File: config.mk
export PLATFORM = sky130hd
export DESIGN_NAME = dyadic_boolean_accumulator
export DESIGN_NICKNAME = d
export VERILOG_FILES = /design/src/rtl/dyadic_boolean_accumulator.sv
export SDC_FILE = /design/constraint.sdc
export NUM_CORES = 1
export LEC_CHECK = 0
export ABC_AREA = 1
export CAP_MARGIN = 20
export CORE_UTILIZATION = 46
export CTS_CLUSTER_DIAMETER = 120
export DETAILED_ROUTE_END_ITERATION = 16
export GPL_ROUTABILITY_DRIVEN = 1
export PLACE_DENSITY = 0.84
export SYNTH_ARGS = -nofsm -noshare
export SYNTH_HDL_FRONTEND = slang
export SYNTH_SLANG_ARGS = --single-unit
File: constraint.sdc
create_clock -name clock -period 1.2 [get_ports clock]
set_input_delay 0.3 -clock clock [delete_from_list [all_inputs] [get_ports clock]]
set_output_delay 0.3 -clock clock [all_outputs]
set_load 0.005 [all_outputs]
File: src/rtl/dyadic_boolean_accumulator.sv
// Folds each input frame bit-wise through a 4-entry truth table latched on its first word.
// Define DYADIC_BOOLEAN_ACCUMULATOR_COUNT_EN to include the saturating frame word counter.
module dyadic_boolean_accumulator #(
    parameter int WORD_WIDTH  = 8,
    parameter int COUNT_WIDTH = 8
) (
    input  logic                   clock,
    input  logic                   reset_n,
    input  logic [3:0]             truth_table,
    input  logic                   in_valid,
    output logic                   in_ready,
    input  logic [WORD_WIDTH-1:0]  in_data,
    input  logic                   in_last,
    output logic                   out_valid,
    input  logic                   out_ready,
    output logic [WORD_WIDTH-1:0]  out_data,
    output logic [COUNT_WIDTH-1:0] out_count
);

    typedef enum logic [1:0] {
        IDLE,
        ACCUM,
        OUTPUT
    } state_t;

    state_t                state;
    logic                  run;
    logic [WORD_WIDTH-1:0] acc;
    logic [3:0]            op;
    logic                  accept;

    function automatic logic [WORD_WIDTH-1:0] apply_op(
        input logic [3:0]            tt,
        input logic [WORD_WIDTH-1:0] a,
        input logic [WORD_WIDTH-1:0] b
    );
        logic [WORD_WIDTH-1:0] r;
        for (int i = 0; i < WORD_WIDTH; i++) begin
            r[i] = tt[{a[i], b[i]}];
        end
        return r;
    endfunction

    // Asserts with reset_n, releases on a clock edge so every flop below leaves reset together.
    always_ff @(posedge clock or negedge reset_n) begin
        if (!reset_n) begin
            run <= 1'b0;
        end else begin
            run <= 1'b1;
        end
    end

    assign in_ready = run && (state != OUTPUT);
    assign accept   = in_valid && in_ready;
    assign out_data = acc;

    always_ff @(posedge clock or negedge run) begin
        if (!run) begin
            state     <= IDLE;
            acc       <= '0;
            op        <= '0;
            out_valid <= 1'b0;
        end else begin
            case (state)
                IDLE: begin
                    if (accept) begin
                        acc <= in_data;
                        op  <= truth_table;
                        if (in_last) begin
                            state     <= OUTPUT;
                            out_valid <= 1'b1;
                        end else begin
                            state <= ACCUM;
                        end
                    end
                end
                ACCUM: begin
                    if (accept) begin
                        acc <= apply_op(op, acc, in_data);
                        if (in_last) begin
                            state     <= OUTPUT;
                            out_valid <= 1'b1;
                        end
                    end
                end
                OUTPUT: begin
                    if (out_ready) begin
                        state     <= IDLE;
                        out_valid <= 1'b0;
                    end
                end
                default: begin
                    state     <= IDLE;
                    out_valid <= 1'b0;
                end
            endcase
        end
    end

`ifdef DYADIC_BOOLEAN_ACCUMULATOR_COUNT_EN
    logic [COUNT_WIDTH-1:0] count;

    // Restarts at one on a frame's first word and sticks at all-ones.
    always_ff @(posedge clock or negedge run) begin
        if (!run) begin
            count <= '0;
        end else if (accept) begin
            if (state == IDLE) begin
                count <= COUNT_WIDTH'(1);
            end else if (count != '1) begin
                count <= count + COUNT_WIDTH'(1);
            end
        end
    end

    assign out_count = count;
`else
    assign out_count = '0;
`endif

endmodule
==> flow_metrics.tcl <==
set metrics [dict create \
    outcome "finished with violations" \
    violations "negative setup slack" \
    cts_inserted_buffers 3 \
    die_y_um 51.7 \
    synthTopCellsByArea "dfrtp_1, nand2_1, nand3_1" \
    cts_tree "done" \
    ys_warn_count 0 \
    period_needed_ps 1300 \
    root_buffer "clkbuf_4" \
    synth.largest_area_cell "dfrtp_1" \
    drtIter0Drc 58 \
    route.detailed.drc 0 \
    nNetsFinal 237 \
    hold_viol 0 \
    ioPinCount 35 \
    die_area_sq_mm 0.00267 \
    drtAntennaViolNets 0 \
    avgSynthCellArea_sq_um 6.41 \
    max_freq_mhz 770 \
    path_class "reg2out" \
    skew_ps 5.83 \
    clkLatencyLatePin_ps 290 \
    antenna_found_initial 0 \
    synth_cell_types 20 \
    multi_input_area_sq_um 817 \
    yosysSeqAreaShare_pct 35.3 \
    cp_max_fo 2 \
    place_hpwl_um 2100 \
    num_vias 1341 \
    synthCells 177 \
    grt-ovfl-total 0 \
    routed_wl_um 3650 \
    p_leak_nw 0.919 \
    slew_violations 0 \
    worst-path-buf-inv 1 \
    synth.cell_area_sq_mm 0.00113 \
    stdcell_count 247 \
    busiest_layer "met2" \
    grt_first_pass_wirelength_um 5110 \
    start_kind "flip-flop" \
    slowest_delay_ps 430 \
    diodes 0 \
    arrival_ps 1000 \
    grt.met2_usage_pct 46.3 \
    rsz0062_at_grt "true" \
    place_congestion 0.797 \
    area_growth_syn_to_layout_pct 58.3 \
    portBuffers 26 \
    finalWorstSetupSlack_ps -98.8 \
    setup_viol 11 \
    drt_first_pass_iters 4 \
    fin_crit_sh_pct 108 \
    groute.usage.overall_pct 25.8 \
    drive_gt1_share_pct 32.4 \
    peakVddDrop_uv 1040 \
    core_sq_mm 0.00228 \
    cap_violations 0 \
    layout_commonest_cell "nand2_1" \
    regArea_sq_um 402 \
    dp_cells 240 \
    post-place-ws_ps -243 \
    yosys.area.top_type_share_pct 35.3 \
    grt_max_degree 18 \
    p_per_area_mw_per_mm2 1460 \
    end_kind "output port" \
    cp_slowest_cell "dfrtp_2" \
    std_cell_rows 17 \
    layout_common_cells "nand2_1, inv_1, nor2_4, clkdlybuf4s50_1, dfrtp_1" \
    htree_levels 1 \
    via_per_inst 5.43 \
    hold_slack_ps 138 \
    synth-seq-cells 16 \
    wl_per_cell_um 14.8 \
    met1_usage_pct 28.9 \
    grtUsageMet3_pct 4.39 \
    clk_pin_slew_ps 100 \
    clock-sinks 16 \
    initial_core_util_pct 49.9 \
    critical_path.top_delay_family "flip-flops" \
    die_x_um 51.7 \
    first_global_vias 1262 \
    crit_required_ps 900 \
    hp-class "in2async" \
    fillerInstances 152 \
    crit_chain "a21boi_2 > buf_2" \
    clock_path_buffers 2 \
]
## metal layers
layer | up-vias | share of wire [%]
met5 | - | 0
met4 | 0 | 4.0
met3 | 25 | 7.5
met2 | 87 | 51
met1 | 623 | 37
li1 | 606 | -
## synth_stat cells
library cell  count
a21boi_0          1
a21oi_2           1
buf_2             2
buf_4             9
buf_6             3
clkinv_1          2
conb_1            2
dfrtp_1          16
inv_1            16
inv_2             2
nand2_1          81
nand3_1          16
nand3_2           1
nand4_1           1
nor2_1           16
nor2_4            1
nor2_8            1
o21ai_0           3
o21ai_1           2
o31ai_1           1
## through the flow
step / total power, W / TNS (ps) / utilization, % / area (sq um)
5_1_grt: 0.00280 / -1110 / 78.9 / 1800
6_report: 0.00262 / -489 / 78.9 / 1800
3_5_place_dp: 0.00194 / -2720 / 65.5 / 1490
2_1_floorplan: 0.00145 / 0 / - / 1160
3_3_place_gp: 0.00188 / -2220 / 65.5 / 1490
4_1_cts: 0.00229 / -186 / 69.0 / 1570
## path summary, 6_finish.rpt
kind                           start           to  slack (ps)  cells after the start
min reg2reg                      run  out_data[6]         210                      1
max reg2reg                 state[1]        op[0]         -80                      7
min                          reset_n          run         140                      1
min in group clock         out_valid    out_valid         510                      2
max                              run     in_ready        -100                      2
max in group asynchronous        run     state[1]         840                      1
## cell type report
type | instances | share of cell area, %
flip-flops and latches | 16 | 22.4
inverters | 20 | 4.81
multi-input cells | 134 | 45.5
clock buffers | 4 | 2.02
well taps | 28 | 1.95
repair buffers | 45 | 23.4
## power breakdown
group	switching [W]	total [W]	internal (W)
Sequential	0.000132	0.000807	0.000675
Combinational	0.000865	0.00144	0.000576
Clock	0.000187	0.000372	0.000185
Total	0.00118	0.00262	0.00144
## registers in the layout, summed over array words and instances, names as in the netlist
register	count
op	4
run	1
out_valid	1
out_data	8
state	2
## repair_timing
item,CTS,global route
buffers inserted,0,1
cloned,1,1
pin swaps,1,23
gates resized for setup,31,71
hold buffers,0,0
setup endpoints to repair,22,22
## cells by family after synthesis
family / synth area share, %
compound gates: 4.30
buf+inv: 16.4
flops: 35.3
other cells: 0.662
simple gates: 43.3
(Power assumes the default switching activity.)
